==> src/rtl/iq_agc_pkg.sv <==
// Shared types and constants for the I/Q automatic gain control.
package iq_agc_pkg;

    typedef enum logic [1:0] {
        StAccum,
        StUpdate,
        StSettle
    } agc_state_e;

    localparam int unsigned PipeLatency = 2;

    // After a gain step, this many samples already in the gain pipeline still carry the old gain.
    localparam int unsigned DiscardCount = PipeLatency;

endpackage

==> src/rtl/iq_gain_sat.sv <==
// One channel of the gain path: stage 1 registers the product, and stage 2 registers the rounded,
// saturated result.
module iq_gain_sat
    import iq_agc_pkg::*;
#(
    parameter int unsigned IN_WID    = 10,
    parameter int unsigned OUT_WID   = 10,
    parameter int unsigned GAIN_WID  = 8,
    parameter int unsigned GAIN_FRAC = 5
) (
    input  logic                       clk,
    input  logic                       reset_n,
    input  logic                       valid_in,
    input  logic signed [IN_WID-1:0]   data_in,
    input  logic [GAIN_WID-1:0]        gain,
    output logic                       valid_o,
    output logic signed [OUT_WID-1:0]  data_o
);

    localparam int unsigned ProdWid = IN_WID + GAIN_WID + 1;
    localparam int unsigned SumWid  = ProdWid + 1;

    localparam logic signed [SumWid-1:0] RndBias = SumWid'(2 ** (GAIN_FRAC - 1));
    localparam logic signed [SumWid-1:0] SatMax  = SumWid'(2 ** (OUT_WID - 1) - 1);
    localparam logic signed [SumWid-1:0] SatMin  = -SatMax;

    logic signed [ProdWid-1:0] din_ext;
    logic signed [ProdWid-1:0] gain_ext;
    logic signed [ProdWid-1:0] prod_d;
    logic signed [ProdWid-1:0] prod_q;
    logic                      valid1_q;

    logic signed [SumWid-1:0]  rnd_sum;
    logic signed [SumWid-1:0]  shifted;
    logic signed [OUT_WID-1:0] sat_d;
    logic signed [OUT_WID-1:0] data_q;
    logic                      valid2_q;

    assign din_ext  = ProdWid'(data_in);
    assign gain_ext = ProdWid'({1'b0, gain});
    assign prod_d   = din_ext * gain_ext;

    // Round half up, then clip symmetrically so the most negative code never appears.
    always_comb begin
        rnd_sum = SumWid'(prod_q) + RndBias;
        shifted = rnd_sum >>> GAIN_FRAC;
        if (shifted > SatMax) begin
            sat_d = OUT_WID'(SatMax);
        end else if (shifted < SatMin) begin
            sat_d = OUT_WID'(SatMin);
        end else begin
            sat_d = shifted[OUT_WID-1:0];
        end
    end

    always_ff @(posedge clk) begin
        if (!reset_n) begin
            valid1_q <= 1'b0;
            prod_q   <= '0;
            valid2_q <= 1'b0;
            data_q   <= '0;
        end else begin
            valid1_q <= valid_in;
            if (valid_in) begin
                prod_q <= prod_d;
            end
            valid2_q <= valid1_q;
            if (valid1_q) begin
                data_q <= sat_d;
            end
        end
    end

    assign valid_o = valid2_q;
    assign data_o  = data_q;

endmodule

==> src/rtl/iq_agc.sv <==
// I/Q automatic gain control: a common gain with rounding and saturation, plus a windowed
// |I|+|Q| detector that steps the gain one LSB per window toward the target band.
module iq_agc
    import iq_agc_pkg::*;
#(
    parameter int unsigned IN_WID    = 10,
    parameter int unsigned OUT_WID   = 10,
    parameter int unsigned GAIN_WID  = 8,
    parameter int unsigned GAIN_FRAC = 5,
    parameter int unsigned GAIN_INIT = 32,
    parameter int unsigned GAIN_MIN  = 1,
    parameter int unsigned GAIN_MAX  = 255,
    parameter int unsigned WIN_LOG2  = 8,
    parameter int unsigned TARGET    = 256,
    parameter int unsigned HYST      = 32
) (
    input  logic                      clk,
    input  logic                      reset_n,
    input  logic                      en,
    input  logic                      valid_in,
    input  logic signed [IN_WID-1:0]  data_I_in,
    input  logic signed [IN_WID-1:0]  data_Q_in,
    output logic                      valid_o,
    output logic signed [OUT_WID-1:0] data_I_o,
    output logic signed [OUT_WID-1:0] data_Q_o,
    output logic [GAIN_WID-1:0]       gain_o,
    output logic                      lock_o
);

    localparam int unsigned MagWid  = OUT_WID + 1;
    localparam int unsigned AccWid  = MagWid + WIN_LOG2;
    localparam int unsigned DiscWid = $clog2(DiscardCount + 1);

    localparam logic [GAIN_WID-1:0] GainInit = GAIN_WID'(GAIN_INIT);
    localparam logic [GAIN_WID-1:0] GainMin  = GAIN_WID'(GAIN_MIN);
    localparam logic [GAIN_WID-1:0] GainMax  = GAIN_WID'(GAIN_MAX);
    localparam logic [MagWid-1:0]   BandLo   = MagWid'(TARGET - HYST);
    localparam logic [MagWid-1:0]   BandHi   = MagWid'(TARGET + HYST);
    localparam logic [DiscWid-1:0]  DiscLast = DiscWid'(DiscardCount - 1);

    logic valid_i_w;
    logic valid_q_w;

    agc_state_e          state_q, state_d;
    logic [AccWid-1:0]   acc_q, acc_d;
    logic [WIN_LOG2-1:0] cnt_q, cnt_d;
    logic [DiscWid-1:0]  disc_q, disc_d;
    logic [GAIN_WID-1:0] gain_q, gain_d;
    logic                lock_q, lock_d;

    logic signed [MagWid-1:0] i_ext;
    logic signed [MagWid-1:0] q_ext;
    logic [MagWid-1:0]        abs_i;
    logic [MagWid-1:0]        abs_q;
    logic [MagWid-1:0]        mag;
    logic [MagWid-1:0]        mean;
    logic                     in_band;

    iq_gain_sat #(
        .IN_WID    (IN_WID),
        .OUT_WID   (OUT_WID),
        .GAIN_WID  (GAIN_WID),
        .GAIN_FRAC (GAIN_FRAC)
    ) u_gain_i (
        .clk      (clk),
        .reset_n  (reset_n),
        .valid_in (valid_in),
        .data_in  (data_I_in),
        .gain     (gain_q),
        .valid_o  (valid_i_w),
        .data_o   (data_I_o)
    );

    iq_gain_sat #(
        .IN_WID    (IN_WID),
        .OUT_WID   (OUT_WID),
        .GAIN_WID  (GAIN_WID),
        .GAIN_FRAC (GAIN_FRAC)
    ) u_gain_q (
        .clk      (clk),
        .reset_n  (reset_n),
        .valid_in (valid_in),
        .data_in  (data_Q_in),
        .gain     (gain_q),
        .valid_o  (valid_q_w),
        .data_o   (data_Q_o)
    );

    // Both channels carry the same strobe; combining them keeps either one from dangling.
    assign valid_o = valid_i_w & valid_q_w;

    always_comb begin
        i_ext   = MagWid'(data_I_o);
        q_ext   = MagWid'(data_Q_o);
        abs_i   = i_ext[MagWid-1] ? -i_ext : i_ext;
        abs_q   = q_ext[MagWid-1] ? -q_ext : q_ext;
        mag     = abs_i + abs_q;
        mean    = acc_q[AccWid-1:WIN_LOG2];
        in_band = (mean >= BandLo) && (mean <= BandHi);
    end

    always_comb begin
        state_d = state_q;
        acc_d   = acc_q;
        cnt_d   = cnt_q;
        disc_d  = disc_q;
        gain_d  = gain_q;
        lock_d  = lock_q;
        unique case (state_q)
            StAccum: begin
                if (valid_o) begin
                    acc_d = acc_q + AccWid'(mag);
                    cnt_d = cnt_q + 1'b1;
                    if (&cnt_q) begin
                        state_d = StUpdate;
                    end
                end
            end
            StUpdate: begin
                lock_d = in_band;
                if (en) begin
                    if (mean > BandHi && gain_q > GainMin) begin
                        gain_d = gain_q - 1'b1;
                    end else if (mean < BandLo && gain_q < GainMax) begin
                        gain_d = gain_q + 1'b1;
                    end
                end
                acc_d   = '0;
                cnt_d   = '0;
                disc_d  = '0;
                state_d = StSettle;
            end
            StSettle: begin
                if (valid_o) begin
                    if (disc_q == DiscLast) begin
                        disc_d  = '0;
                        state_d = StAccum;
                    end else begin
                        disc_d = disc_q + 1'b1;
                    end
                end
            end
            default: state_d = StAccum;
        endcase
    end

    always_ff @(posedge clk) begin
        if (!reset_n) begin
            state_q <= StAccum;
            acc_q   <= '0;
            cnt_q   <= '0;
            disc_q  <= '0;
            gain_q  <= GainInit;
            lock_q  <= 1'b0;
        end else begin
            state_q <= state_d;
            acc_q   <= acc_d;
            cnt_q   <= cnt_d;
            disc_q  <= disc_d;
            gain_q  <= gain_d;
            lock_q  <= lock_d;
        end
    end

    assign gain_o = gain_q;
    assign lock_o = lock_q;

endmodule

==> config.mk <==
export PLATFORM = sky130hd
export DESIGN_NAME = iq_agc
export DESIGN_NICKNAME = d
export VERILOG_FILES = /design/src/rtl/iq_agc_pkg.sv /design/src/rtl/iq_gain_sat.sv /design/src/rtl/iq_agc.sv
export SDC_FILE = /design/constraint.sdc
export NUM_CORES = 1
export LEC_CHECK = 0
export ABC_AREA = 1
export BUFFER_PORTS_ARGS = -buffer_cell sky130_fd_sc_hd__buf_2
export CELL_PAD_IN_SITES_DETAIL_PLACEMENT = 0
export CELL_PAD_IN_SITES_GLOBAL_PLACEMENT = 2
export CORE_AREA = 5 5 261 161
export CTS_BUF_LIST = sky130_fd_sc_hd__clkbuf_2
export CTS_CLUSTER_DIAMETER = 60
export CTS_CLUSTER_SIZE = 20
export DETAILED_ROUTE_END_ITERATION = 10
export DIE_AREA = 0 0 266 166
export GPL_TIMING_DRIVEN = 0
export PLACE_DENSITY = 0.83
export SYNTH_ARGS = -nofsm -noshare
export SYNTH_HDL_FRONTEND = slang
export SYNTH_HIERARCHICAL = 1
export SYNTH_SLANG_ARGS = --single-unit
==> constraint.sdc <==
create_clock -name clk -period 4.6 [get_ports clk]
set_input_delay 0.92 -clock clk [delete_from_list [all_inputs] [get_ports clk]]
set_output_delay 0.92 -clock clk [all_outputs]
set_load 0.01 [all_outputs]
==> reports/summary.txt, run 1 <==
starting density of the core = 0.333
Die Width = 266 um
crit path DAT = 5040 ps
initial antenna violation count = 1
core footprint = 39700 sq um
Hold Buf Count CTS = 0
Yosys top cell area share = 0.203
outcome = finished, final reports clean
clk_lat worst skew = 670 ps
Fin Setup TNS = 0 ps
Ports = 54
Tmin final = 4450 ps
Multi-input gate area = 9700 sq um
layout net count = 2272
Hold Crit Class = flop to flop
final hold vios = 0
clk sinks = 94
Primary FF master, synth = dfxtp_1
worst-margin pin slew = 670 ps
RR Startpoint = gain_o[1]
via count = 11700
Yosys top cell by area = fa_1
Critical-path top delay cell = fa_2
cell count after synthesis = 1947
fmax = 225 MHz
fin. max-slew vios = 0
All-Layer GR Usage = 0.161
Period Utilization, post-route = 0.967
Mapped Nets = 2206
post-DP HPWL = 29.3 mm
RSZ-0062 raised after global routing = true
worst hold path depth = 2
grt total ovfl = 0
TritonCTS buffer count = 9
startpoint class of the critical path = flop
die height = 166 um
r2r endpoint = u_gain_i/prod_q[18]
WHS = 452 ps
Netlist Area Pre-Place = 13200 sq um
final wirelength = 35.1 mm
GPL Wtd Cong = 0.839
DR vias/cell = 4.60
critical-path cell list = buf_6 -> nand2_1 -> inv_2 -> fa_2 -> inv_4 -> fa_2 -> fa_1 -> fa_1 -> inv_1 -> ha_4 -> inv_1 -> o21bai_2 -> nand3_1 -> nand2_2 -> a21oi_2 -> o21ai_2 -> or2_2 -> a21oi_1
largest net degree at the start of global routing = 18
global-route wire length before repair = 59.0 mm
Netlist cell types = 53
final setup vio count = 0
Post-synth EDFFs = 0
CP Class = flop to flop
DRC = 0
Mapped Avg Cell Area = 6.78 sq um
First-pass DRT Iterations = 5
Syn-to-layout area delta = 12.5%
H-tree Lvls = 3
internal reg-to-reg setup slack = 150 ps
CP max stage delay = 630 ps
worst r2r path cells = 18
post-synthesis register bit count = 94
Tot Pwr = 1.88 mW
worst rel slew slack = 0.553
power density cells = 126 nW/um^2
Leak = 8.16 nW
Synthesis Warnings = 6
Seq. cell area = 1910 sq um
antenna viol nets, final = 0
CTS max path bufs = 2
share of cells above drive strength 1 = 0.136
Crit. End Element = flop
Setup crit start = gain_o[1]
Filler cells = 4385
DRT iter0 DRCs = 692
clk_skew = 60.3 ps
VDD IR max = 73.2 uV
count of input and output buffers = 37
Avg WL per Cell = 13.8 um
Worst EP required = 5200 ps
Post-synth ARST share = 0
Die Area = 44200 sq um
MaxCap Viol Count = 0
Critical Path End = u_gain_i/prod_q[18]
worst-path maximum fanout = 9
clk slew on worst S/H paths = 310 ps
vias in the first global route = 11500
ranking of synthesized cells by area = fa_1 20%, dfxtp_1 14%, nand2_1 14%
CTS tree = yes
Site Rows = 57
register area share after synthesis = 0.142
root buf cell = clkbuf_2
==> synthesized netlist by cell type (2+ instances only) <==
cell,number
nand2_1,494
inv_1,457
fa_1,134
a21oi_1,117
nor2_1,112
ha_1,101
nand3_1,97
dfxtp_1,94
o21ai_0,68
clkbuf_1,41
xor2_1,37
nand4_1,21
xnor2_1,21
inv_2,19
nor3_1,14
nand2_2,10
o21bai_1,10
nand2_4,9
nor2_4,8
or2_2,8
nor2_2,7
a31oi_1,6
nand3b_1,5
buf_2,4
buf_4,4
nand3_2,4
a21o_1,3
a21oi_4,3
buf_1,3
nand3_4,3
nor2_8,3
nor4_1,3
o21ai_2,3
and2_1,2
nand4_4,2
nor4b_1,2
o21ai_1,2
==> layout make-up <==
cell class                      instances  area share
Antenna cell                            1    0.000168
Buffer                                 53      0.0231
Timing Repair Buffer                   55      0.0216
Inverter                              476       0.121
Multi-Input combinational cell       1324       0.653
Tap cell                              531      0.0447
Clock inverter                          7     0.00530
Sequential cell                        94       0.129
Clock buffer                            9     0.00303
==> power breakdown <==
part | switching (mW) | internal [mW] | leakage, nW
combinational | 0.347 | 0.187 | 7.31
clock | 0.324 | 0.132 | 0.0708
sequential | 0.0416 | 0.847 | 0.775
==> worst max-delay path: cells and delay by family, from the launching register on <==
family | cells | cell delay [ps]
adders and majority gates | 5 | 2530
DFF | 1 | 460
buffers and inverters | 5 | 440
and+or+nand+nor | 4 | 510
AOI/OAI and AO/OA | 4 | 420
==> layer usage <==
metal | vias to the layer above | track usage | part of all wire
met5 | - | 0 | 0
met3 | 13 | 0.0198 | 0.035
met1 | 5526 | 0.257 | 0.55
li1 | 6026 | - | -
met4 | 0 | 0.0204 | 0.0055
met2 | 161 | 0.237 | 0.41
==> logic make-up (layout without fill, tap and decap cells) <==
| kind of cell | Yosys count | in the layout | synth area share |
|---|---|---|---|
| buf+inv | 529 | 600 | 0.152 |
| flops | 94 | 94 | 0.142 |
| fa+ha+maj | 235 | 235 | 0.299 |
| compound gates | 221 | 221 | 0.0923 |
| other cells | 0 | 1 | 0 |
| xor+xnor | 58 | 58 | 0.0385 |
| simple gates | 810 | 810 | 0.276 |
==> worst min path at each step <==
stage | startpoint | endpoint | slack [ps]
after CTS | disc_q[1] | disc_q[1] | 450
after global routing | disc_q[1] | disc_q[1] | 480
after detailed placement | disc_q[1] | disc_q[1] | 430
final | disc_q[1] | disc_q[1] | 450
after global placement | disc_q[1] | disc_q[1] | 420
after floorplan | disc_q[1] | disc_q[1] | 420
==> cell usage in the layout (no fill, tap or decap), types with 25 or more instances in the layout <==
| master | count |
|---|---|
| a21oi_1 | 105 |
| buf_2 | 42 |
| buf_4 | 25 |
| dfxtp_1 | 86 |
| fa_1 | 128 |
| ha_1 | 82 |
| inv_1 | 445 |
| inv_2 | 28 |
| nand2_1 | 480 |
| nand3_1 | 94 |
| nor2_1 | 108 |
| o21ai_0 | 60 |
| xor2_1 | 37 |
==> per-stage QoR <==
| stage | area (sq um) | util | instances | setup WS (ps) |
|---|---|---|---|---|
| 2_1_floorplan | 13400 | - | 1947 | -11.5 |
| 3_3_place_gp | 14200 | 0.359 | 2515 | -561 |
| 3_5_place_dp | 14200 | 0.359 | 2515 | -546 |
| 4_1_cts | 14400 | 0.364 | 2533 | 0.236 |
| 5_1_grt | 14900 | 0.375 | 2550 | -27.2 |
| 6_report | 14900 | 0.375 | 2550 | 154 |
==> timing repair <==
action	in CTS	in global routing
setup buffers	2	16
cloned	0	0
endpoints found under the setup margin	21	19
endpoints found under the hold margin	0	0
pin swaps	0	22
resized for setup	40	94
==> state kept, by name (all words and copies together), names as in the netlist <==
name	cells
u_gain_i/valid1_q	1
lock_o	1
u_gain_q/prod_q	15
u_gain_i/data_o	10
disc_q	2
u_gain_q/valid_o	1
u_gain_i/prod_q	15
acc_q	19
gain_o	8
u_gain_q/data_o	10
state_q	2
cnt_q	8
u_gain_i/valid_o	1
u_gain_q/valid1_q	1
(Power assumes the default switching activity.)
==> inputs of run 2 (changes only) <==
- HOLD_SLACK_MARGIN: not set -> 0.05
- PLACE_DENSITY: 0.83 -> not set
- PLACE_DENSITY_LB_ADDON: not set -> 0.08
==> run 2 against run 1 <==
Core utilization decreased by 0.14 points. Setup slack improved by 17 ps. Sequential share of layout area increased by 0.057 points. Non-clock buffer count shrank 1. Combinational power rose by 2%. Power fell by 0.24%. Cell area shrank 0.38%. Clock power is 4% lower. Highest routed layer is now met5. Flip-flop and latch count is the same. Global-route usage up 1.1 points. Via count decreased by 0.86%. First-iteration DRC count is 12% lower.
==> reports/summary.txt, run 2 (synthesized netlist as in run 1, its figures left out) <==
crit path DAT = 5020 ps (-20 ps)
Avg WL per Cell = 14.4 um (+4.8%)
startpoint class of the critical path = flop
Period Utilization, post-route = 0.963 (-0.00376)
RSZ-0062 raised after global routing = true
DRT iter0 DRCs = 610 (-12%)
antenna viol nets, final = 0 (unchanged)
global-route wire length before repair = 62.7 mm (+6.2%)
worst rel slew slack = 0.492 (-0.0607)
via count = 11600 (-0.86%)
CTS max path bufs = 2 (unchanged)
die height = 166 um (unchanged)
Die Width = 266 um (unchanged)
Largest Register = acc_q
clk slew on worst S/H paths = 290 ps (-20 ps)
biggest regs = acc_q (19), u_gain_i/prod_q (15), u_gain_q/prod_q (15)
clk sinks = 94 (unchanged)
worst-path maximum fanout = 9 (unchanged)
post-layout util = 0.373 (-0.00142)
layout net count = 2271 (-0.044%)
count of input and output buffers = 37 (unchanged)
TritonCTS buffer count = 9 (unchanged)
post-DP HPWL = 30.9 mm (+5.4%)
Largest register FFs = 19 (unchanged)
DRC = 0 (unchanged)
CP Class = flop to flop
starting density of the core = 0.333 (unchanged)
share of cells above drive strength 1 = 0.129 (-0.00638)
met3 GRT Util = 0.0198 (unchanged)
Ports = 54 (unchanged)
most common cell after layout, fill and taps aside = nand2_1
H-tree Lvls = 3 (unchanged)
Top Usage Layer GRT = met1
final setup vio count = 0 (unchanged)
initial antenna violation count = 2 (+1)
grt met2 use = 0.237 (about the same)
Site Rows = 57 (unchanged)
Final Cell Area = 14800 sq um (-0.38%)
MaxCap Viol Count = 0 (unchanged)
VDD IR max = 135 uV (+85%)
clk_lat worst skew = 650 ps (-20 ps)
final hold vios = 0 (unchanged)
First-pass DRT Iterations = 5 (unchanged)
DR vias/cell = 4.56 (-0.82%)
root buf cell = clkbuf_2
Hold Crit Class = flop to flop
Post-Place Cell Area = 14200 sq um (unchanged)
Worst EP required = 5190 ps (about the same)
Syn-to-layout area delta = 12.1%
Crit. End Element = flop
power density cells = 127 nW/um^2 (+0.14%)
Tmin final = 4430 ps (-17.3 ps)
grt total ovfl = 0 (unchanged)
largest net degree at the start of global routing = 16 (-2)
GPL Wtd Cong = 0.799 (-4.8%)
worst-margin pin slew = 762 ps (+91.1 ps)
CTS tree = yes
fmax = 226 MHz (+0.39%)
All-Layer GR Usage = 0.172 (+0.0112)
met1 usage = 0.291 (+0.0339)
vias in the first global route = 11500 (+0.35%)
outcome = finished, final reports clean
clk_skew = 46.4 ps (-13.9 ps)
final wirelength = 36.7 mm (+4.7%)
Die Area = 44200 sq um (unchanged)
core footprint = 39700 sq um (unchanged)
fin. max-slew vios = 0 (unchanged)
Leak = 8.15 nW (-0.15%)
most frequent cells in the layout = 483 x nand2_1, 447 x inv_1, 128 x fa_1, 109 x nor2_1, 105 x a21oi_1
==> run 2: cell types whose count changed in the layout (fill, tap and decap cells not counted), moves of 3 or more <==
cell / delta
clkbuf_2: -3
ha_1: +4
ha_2: -3
nand2_1: +3
==> run 2: timing repair <==
action / CTS / global route
pin swaps: 0 / 18
buffers inserted: 4 / 13
hold buffers: 0 / 0
resized for setup: 42 / 86
setup endpoints to repair: 20 / 20
==> run 2: cell type report <==
| cell class | count | area [sq um] |
|---|---|---|
| fill | 4412 | 24800 |
| multi-input combinational | 1324 | 9670 |
| sequential | 94 | 1910 |
| inverter | 476 | 1790 |
| tap | 531 | 664 |
| buffer | 53 | 343 |
| timing repair buffer | 54 | 313 |
| clock inverter | 7 | 65.1 |
| clock buffer | 9 | 45.0 |
| antenna | 1 | 2.50 |
==> run 2: path summary, 6_finish.rpt <==
kind	startpoint	to	slack [ps]	cells past startpoint
min reg2reg	disc_q[1]	disc_q[1]	460	2
min	disc_q[1]	disc_q[1]	460	2
max	gain_o[0]	u_gain_i/prod_q[16]	170	17
max reg2reg	gain_o[0]	u_gain_i/prod_q[16]	170	17
==> run 2: worst max-delay path, stage by stage (launching register included) <==
cell and delay [ps]:
dfxtp_4 440, buf_4 180, nand2_4 90, inv_4 40
fa_2 590, inv_2 80, fa_2 640, fa_1 460
fa_1 540, inv_1 60, ha_4 290, nand2_2 90
nor2_1 180, o21ai_0 110, nand3_1 140, xor2_1 240
o21ai_0 110, inv_1 70
==> run 2: power by group <==
group / leakage, nW / switching [mW] / total [mW] / internal [mW]
Clock: 0.0590 / 0.318 / 0.438 / 0.120
Sequential: 0.776 / 0.0429 / 0.890 / 0.847
Combinational: 7.31 / 0.358 / 0.546 / 0.188
Total: 8.15 / 0.719 / 1.87 / 1.15
==> run 2: stage by stage <==
stage	setup WS, ps	setup TNS [ps]	total power, mW	hold WS, ps	cells
final	171	0	1.87	458	2549
after global routing	-89.0	-261	2.03	479	2549
after CTS	1.85	0	1.91	455	2535
after detailed placement	-716	-8140	1.45	427	2515
after global placement	-667	-8290	1.45	424	2515
after floorplan	-11.5	-11.5	1.28	415	1947
==> run 2: routing by layer <==
| metal | share of wire | vias to the layer above |
|---|---|---|
| li1 | - | 6013 |
| met1 | 0.59 | 5485 |
| met2 | 0.38 | 107 |
| met3 | 0.024 | 18 |
| met4 | 0.0058 | 2 |
| met5 | 0.00046 | - |
